`config.mk`:
```
export PLATFORM = sky130hd
export DESIGN_NAME = add_sub_accumulator
export DESIGN_NICKNAME = d
export VERILOG_FILES = /design/src/rtl/add_sub_accumulator.sv
export SDC_FILE = /design/constraint.sdc
export NUM_CORES = 1
export LEC_CHECK = 0
export CORE_ASPECT_RATIO = 0.9
export CORE_MARGIN = 4
export CORE_UTILIZATION = 40
export CTS_CLUSTER_SIZE = 24
export DETAILED_ROUTE_END_ITERATION = 10
export GPL_TIMING_DRIVEN = 0
export PLACE_DENSITY_LB_ADDON = 0.1
export SYNTH_ARGS = -nofsm -noshare
export SYNTH_HDL_FRONTEND = slang
export SYNTH_SLANG_ARGS = --single-unit
```
`constraint.sdc`:
```
create_clock -name i_clk -period 5.26 [get_ports i_clk]
set_input_delay 1.052 -clock i_clk [delete_from_list [all_inputs] [get_ports i_clk]]
set_output_delay 1.052 -clock i_clk [all_outputs]
set_load 0.02 [all_outputs]
```
`src/rtl/add_sub_accumulator.sv`:
```
// Burst add/sub/load accumulator with carry and sticky signed-overflow reporting.
// Optional macro ADD_SUB_ACC_SAT_EN: saturate o_sum on signed overflow instead of wrapping.
module add_sub_accumulator #(
    parameter int WIDTH = 8,
    parameter int BURST = 4,
    parameter int CNT_W = $clog2(BURST + 1)
) (
    input  logic             i_clk,
    input  logic             ni_rst,
    input  logic             i_start,
    input  logic             i_valid,
    input  logic [1:0]       i_op,
    input  logic [WIDTH-1:0] i_a,
    output logic             o_busy,
    output logic [WIDTH-1:0] o_sum,
    output logic             o_carry,
    output logic             o_ovf,
    output logic             o_done,
    output logic [CNT_W-1:0] o_count
);

    typedef enum logic [1:0] {
        S_IDLE,
        S_RUN,
        S_DONE
    } state_t;

    typedef enum logic [1:0] {
        OP_ADD  = 2'b00,
        OP_SUB  = 2'b01,
        OP_LOAD = 2'b10,
        OP_NOP  = 2'b11
    } op_t;

    localparam logic [CNT_W-1:0] LAST_IDX = CNT_W'(BURST - 1);

    state_t           r_state;
    state_t           w_next_state;
    logic [WIDTH-1:0] r_sum;
    logic             r_carry;
    logic             r_ovf;
    logic [CNT_W-1:0] r_count;

    logic [WIDTH:0]   w_res;
    logic [WIDTH-1:0] w_sum;
    logic             w_carry;
    logic             w_ovf_now;
    logic             w_accept;
    logic             w_arm;

    assign w_arm    = (r_state == S_IDLE) && i_start;
    assign w_accept = (r_state == S_RUN) && i_valid;

    // NOTE: every combinational output gets a default first so no path can infer a latch.
    always_comb begin
        w_next_state = r_state;
        unique case (r_state)
            S_IDLE:  if (i_start) w_next_state = S_RUN;
            S_RUN:   if (w_accept && (r_count == LAST_IDX)) w_next_state = S_DONE;
            S_DONE:  w_next_state = S_IDLE;
            default: w_next_state = S_IDLE;
        endcase
    end

    always_comb begin
        w_res     = {1'b0, r_sum};
        w_sum     = r_sum;
        w_carry   = r_carry;
        w_ovf_now = 1'b0;
        case (op_t'(i_op))
            OP_ADD: begin
                w_res     = {1'b0, r_sum} + {1'b0, i_a};
                w_sum     = w_res[WIDTH-1:0];
                w_carry   = w_res[WIDTH];
                w_ovf_now = (r_sum[WIDTH-1] == i_a[WIDTH-1]) && (w_res[WIDTH-1] != r_sum[WIDTH-1]);
            end
            OP_SUB: begin
                // Carry out of sum + ~a + 1 is the no-borrow flag.
                w_res     = {1'b0, r_sum} + {1'b0, ~i_a} + (WIDTH+1)'(1);
                w_sum     = w_res[WIDTH-1:0];
                w_carry   = w_res[WIDTH];
                w_ovf_now = (r_sum[WIDTH-1] != i_a[WIDTH-1]) && (w_res[WIDTH-1] != r_sum[WIDTH-1]);
            end
            OP_LOAD: begin
                w_sum   = i_a;
                w_carry = 1'b0;
            end
            default: ;
        endcase
`ifdef ADD_SUB_ACC_SAT_EN
        // Overflow direction follows the sign of the running value before the operation.
        if (w_ovf_now) begin
            w_sum = r_sum[WIDTH-1] ? {1'b1, {(WIDTH-1){1'b0}}} : {1'b0, {(WIDTH-1){1'b1}}};
        end
`endif
    end

    // NOTE: sequential state uses non-blocking assignments only, so all registers update together.
    always_ff @(posedge i_clk or negedge ni_rst) begin
        if (!ni_rst) begin
            r_state <= S_IDLE;
            r_sum   <= '0;
            r_carry <= 1'b0;
            r_ovf   <= 1'b0;
            r_count <= '0;
        end else begin
            r_state <= w_next_state;
            if (w_arm) begin
                r_sum   <= '0;
                r_carry <= 1'b0;
                r_ovf   <= 1'b0;
                r_count <= '0;
            end else if (w_accept) begin
                r_sum   <= w_sum;
                r_carry <= w_carry;
                r_ovf   <= r_ovf | w_ovf_now;
                r_count <= r_count + CNT_W'(1);
            end
        end
    end

    assign o_busy  = (r_state == S_RUN);
    assign o_done  = (r_state == S_DONE);
    assign o_sum   = r_sum;
    assign o_carry = r_carry;
    assign o_ovf   = r_ovf;
    assign o_count = r_count;

endmodule

```
# Word level (Yosys, flattened, before mapping)
# Cells that the tools add are included.
[op_classes]
addsub = 4
eq_ne = 11
mux = 14
bitwise = 2
reduce_logical = 11
[ops]
columns = ["cell", "count"]
rows = [
  ["8-bit one-hot mux with 3 select lines", 1],
  ["8-bit by 8-bit adder with 9-bit output", 2],
  ["8-bit two-way mux", 2],
  ["9-bit by 1-bit adder with 9-bit output, second input constant", 1],
  ["8-bit NOT", 1],
  ["3-bit two-way mux", 2],
  ["1-bit logical AND", 5],
  ["2-bit by 1-bit equality test with 1-bit output, second input constant", 2],
  ["2-bit equality test, second input constant", 2],
  ["2-bit logical NOT", 2],
  ["1-bit two-way mux", 4],
  ["2-bit two-way mux", 2],
  ["2-bit one-hot mux with 2 select lines", 1],
  ["2-bit AND reduction", 2],
  ["4-bit nonzero test", 1],
  ["3-bit by 1-bit adder with 3-bit output, second input constant", 1],
  ["3-bit by 2-bit equality test with 1-bit output, second input constant", 1],
  ["1-bit inequality test", 3],
  ["1-bit one-hot mux with 3 select lines", 1],
  ["2-bit by 1-bit inequality test with 1-bit output, second input constant", 1],
  ["2-bit inequality test, second input constant", 1],
  ["1-bit one-hot mux with 2 select lines", 1],
  ["2-bit nonzero test", 1],
  ["1-bit equality test", 1],
  ["1-bit bitwise OR", 1],
]
[word_totals]
reg_bits = 15
in_bits = 14
out_inout_bits = 15
word_cells = 47

# Depth between registers and ports, before layout
[depth]
word_depth = 9
depth_mapped = 8
ltp_nobuf = 8

# Least setup slack after synthesis
# No wires, ideal clock.
[synth_path]
kind = "input to register"
from = "input i_a[2]"
to = "register r_sum[6], in the netlist o_sum[6]"
setup_time_ps = 141
arrival_time_ps = 2558
path_slack_ps = 2561
cell_stages = 8
n_path_buf = 1
path_cell_list = "inv_1 ha_1 buf_6 nor2b_4 o31a_1 or4_1 a32oi_1 o41ai_1"
[synth_between]
elab_chain_len = 6
word_cells_on_any_way = 7
cone_classes = "3 x add/sub; 3 x mux; 1 x bitwise"
[synth_lines]
columns = ["item", "line", "rtl"]
rows = [
  ["from (decl)", "13", "input logic [WIDTH-1:0] i_a,"],
  ["8-bit NOT", "79", "w_res = {1'b0, r_sum} + {1'b0, ~i_a} + (WIDTH+1)'(1);"],
  ["8-bit by 8-bit adder with 9-bit output", "79", ""],
  ["9-bit by 1-bit adder with 9-bit output", "79", ""],
  ["8-bit one-hot mux with 3 select lines *", "70", "case (op_t'(i_op))"],
  ["8-bit two-way mux *", "113", "end else if (w_accept) begin"],
  ["8-bit two-way mux *", "108", "if (w_arm) begin"],
  ["to (signal assigned)", "114", "r_sum <= w_sum;"],
  ["to (decl)", "39", "logic [WIDTH-1:0] r_sum;"],
]
# Every way passes the cells marked *; elsewhere a longest branch is shown, timed or not. The select of a mux whose other input is x is not followed.
# A chain may end at the register's enable or synchronous reset.

# Final worst setup path
[layout_path]
from = "input i_a[4]"
to = "register r_ovf, in the netlist o_ovf"
[layout_between]
elab_chain_len = 9
word_cells_on_any_way = 12
cone_classes = "3 x add/sub; 2 x eq/ne; 3 x mux; 2 x bitwise; 2 x reduce/logical"
[layout_lines]
columns = ["item", "line", "rtl"]
rows = [
  ["8-bit NOT", "79", ""],
  ["8-bit by 8-bit adder with 9-bit output", "79", ""],
  ["9-bit by 1-bit adder with 9-bit output", "79", ""],
  ["1-bit inequality test", "82", "w_ovf_now = (r_sum[WIDTH-1] != i_a[WIDTH-1]) && (w_res[WIDTH-1] != r_sum[WIDTH-1]);"],
  ["1-bit logical AND", "82", ""],
  ["1-bit one-hot mux with 2 select lines *", "70", ""],
  ["1-bit bitwise OR *", "116", "r_ovf <= r_ovf | w_ovf_now;"],
  ["1-bit two-way mux *", "113", ""],
  ["1-bit two-way mux *", "108", ""],
  ["to (signal assigned)", "116", ""],
  ["to (decl)", "41", "logic r_ovf;"],
]
# Marked as above.

==> results.py <==
metrics = {
    "run_status": {
        "status": "finished, final reports clean",
    },
    "worst_setup_path": {
        "crit_fanout": 10,
        "crit_chain": "clkdlybuf4s50_1, inv_1, ha_1, buf_2, nor3_1, o21ai_0, a31oi_1, xor2_1, a221o_1",
        "worstReg2RegEnd": "o_ovf",
        "start_kind": "primary input",
        "r2r_cells": 7,
        "crit_type": "primary input to register",
        "cpPeakStageDelay_ns": 0.50,
        "reg2reg_slack_ns": 3.08,
        "cp_data_arrival_time_ns": 3.26,
        "critPathRequiredTime_ns": 5.40,
        "endpoint_kind": "register",
        "reg2reg_from": "o_sum[4]",
        "critical_path.slowest_cell": "clkdlybuf4s50_1",
    },
    "timing": {
        "rsz0062_at_grt": "no",
        "fin_crit_ns": 3.117,
        "slew_headroom": 0.4833,
        "worstMarginPinSlew_ns": 0.7727,
        "fin_crit_sh": 0.5926,
        "max_freq_ghz": 0.3208,
        "slew_violations": 0,
        "setup_violations": 0,
        "finClkSkew_ns": 0.001414,
        "finalHoldViolations": 0,
        "holdWs_ns": 0.5186,
        "setup-tns-final_ns": 0,
    },
    "placement": {
        "placed_cell_area_um2": 1986,
        "dpl.cell_count": 278,
        "place_hpwl_um": 3193,
        "io_buffers": 28,
        "gp_congestion": 0.8673,
    },
    "final_layout": {
        "final_cell_area_um2": 2032,
        "syn2layout_area_growth_pct": 23.31,
        "finalNonFillerCells": 282,
        "drive_gt1_frac": 0.05932,
        "diodes": 0,
        "nets": 274,
    },
    "job": {
        "maxCapViolCount": 0,
    },
    "drt": {
        "ant_nets": 0,
        "highest_layer": "met4",
        "vias": 1571,
        "drt_pass1_iterations": 4,
        "wl_met3_um": 193,
        "wire_per_inst_um": 14.76,
        "wl_met2_um": 1814,
        "vias_per_cell": 5.571,
        "remaining_drc_errors": 0,
        "totalWireLength_um": 4163,
        "drt-met1-wl_um": 2137,
        "drtIter0Drc": 120,
    },
    "yosys": {
        "synth_most_common_cell": "ha_1",
        "synth_largest_area_cell": "dfrtp_1",
        "synthFlopType": "dfrtp_1",
        "ys_top_cells_by_count": "ha_1, inv_1, dfrtp_1, o21ai_0, nor2_1",
        "yosys_warnings": 0,
        "synth_nets": 241,
        "synth_area_um2": 1648,
        "yosysSeqAreaShare": 0.2278,
        "synth-edff-count": 0,
        "synth_top_cell_area_share": 0.2278,
        "synth_area_leaders": "dfrtp_1, ha_1, inv_1",
        "netlist_instances": 204,
        "ys_ff_latch": 15,
        "synth.avg_cell_area_um2": 8.078,
        "async_reset_ff_frac": 1.000,
        "yosysUniqueCellTypes": 49,
    },
    "power_and_ir_drop": {
        "power_frac_seq": 0.215,
        "total_power_w": 0.001035,
        "netSwitchingPower_w": 0.0004868,
        "intPower_w": 0.0005483,
        "p_clk_frac": 0.098,
        "p_leak_nw": 0.9012,
        "p_sw_frac": 0.4703,
        "power.density_nw_per_um2": 509.4,
        "combPwrFrac": 0.686,
        "peakVddDrop_mv": 0.2037,
    },
    "global_routing": {
        "grt_use_total": 0.1804,
        "grt_pass1_wl_um": 7113,
        "antenna_found_initial": 0,
        "overflow": 0,
        "grt_max_degree": 16,
        "grt_pass1_vias": 1498,
    },
    "cts": {
        "path_clk_slew_ns": 0.07,
        "clock-root-buffer": "clkbuf_8",
        "cts_hold_buf": 0,
        "cts_resized": 0,
        "cts_max_level": 1,
        "clock_sinks": 15,
        "cts_made_buffers": 3,
        "cts_tree": "done",
        "clock_path_buffers": 2,
        "clk_latency_ns": 0.25,
        "cts_setup_buffers": 0,
    },
    "hold_path": {
        "hp-start": "o_ovf",
        "min_to": "o_ovf",
        "hp-class": "register to register",
        "holdPathStages": 1,
    },
    "floorplanning": {
        "start_util": 0.4295,
        "core_um2": 3836,
        "chipHeight_um": 68.89,
        "die_w_um": 75.66,
        "placementRows": 21,
        "die_area_um2": 5212,
        "io_pins": 29,
    },
}
## state kept, by name (all words and copies together), names as in the netlist
register / cells
o_carry: 1
o_sum: 8
r_state: 2
o_ovf: 1
o_count: 3
## power groups by stage
| stage | sequential [W] | clock (W) | combinational, W |
|---|---|---|---|
| after CTS | 0.000224 | 0.000103 | 0.000710 |
| final | 0.000223 | 0.000102 | 0.000710 |
| after global routing | 0.000235 | 0.000106 | 0.000791 |
| after detailed placement | 0.000226 | 0 | 0.000706 |
| after floorplan | 0.000276 | 0 | 0.000432 |
| after global placement | 0.000226 | 0 | 0.000706 |
## cell type report
cell class | instances | area, um^2
Timing Repair Buffer | 28 | 280.3
Fill cell | 388 | 1804
Tap cell | 46 | 57.56
Multi-Input combinational cell | 158 | 1144
Inverter | 20 | 75.07
Clock inverter | 1 | 5.005
Buffer | 11 | 53.80
Sequential cell | 15 | 375.4
Clock buffer | 3 | 41.29
## per-layer routing
layer | vias up | global-route usage
met1 | 744 | 0.2647
met2 | 32 | 0.2813
met3 | 2 | 0.03188
met5 | - | 0
li1 | 793 | -
met4 | 0 | 0.02620
## per-stage QoR
step                      setup WS, ns    util
after global placement           1.902  0.5176
after detailed placement         1.896  0.5176
final                            2.143  0.5297
after CTS                        2.151  0.5297
after global routing             1.941  0.5297
after floorplan                  2.561       -
## how the worst max path moves through the flow
stage / cells past startpoint / slack [ns] / end / startpoint
final: 9 / 2.14 / o_ovf / i_a[4]
after floorplan: 8 / 2.56 / o_sum[6] / i_a[2]
after CTS: 9 / 2.15 / o_ovf / i_a[4]
after detailed placement: 9 / 1.90 / o_ovf / i_a[4]
after global routing: 9 / 1.94 / o_ovf / i_a[4]
after global placement: 9 / 1.90 / o_ovf / i_a[4]
## critical path: cells and delay by family
family	cells	cell delay (ns)
AOI/OAI and AO/OA	3	0.88
buffers and inverters	3	0.73
adders and majority gates	1	0.30
and+or+nand+nor	1	0.18
xor gates and xnor gates	1	0.12
## logic make-up after synthesis
group,count (synthesis),share of synthesized area
flops,15,0.2278
compound gates,64,0.2673
xor+xnor,3,0.01595
mux,3,0.01822
fa+ha+maj,23,0.1838
buf+inv,31,0.07821
simple gates,65,0.2088
## cells in the final DEF (no fill, tap or decap), types with 2 or more instances in the layout
cell and n:
clkdlybuf4s50_1 28, ha_1 21, inv_1 20, dfrtp_1 15, o21ai_0 14, nor2_1 13
a21oi_1 11, nand3_1 11, nand2_1 11, a31oi_1 7, nand2b_1 6, clkbuf_1 6
nor2b_1 5, nor3_1 5, o21a_1 5, buf_2 4, o31a_1 4, and2_1 3
mux2i_1 3, o31ai_1 3, clkbuf_8 3, or3_1 2, o311a_1 2, a32oi_1 2
xor2_1 2, a21o_1 2, a31o_2 2, fa_1 2
(Power assumes the default switching activity.)
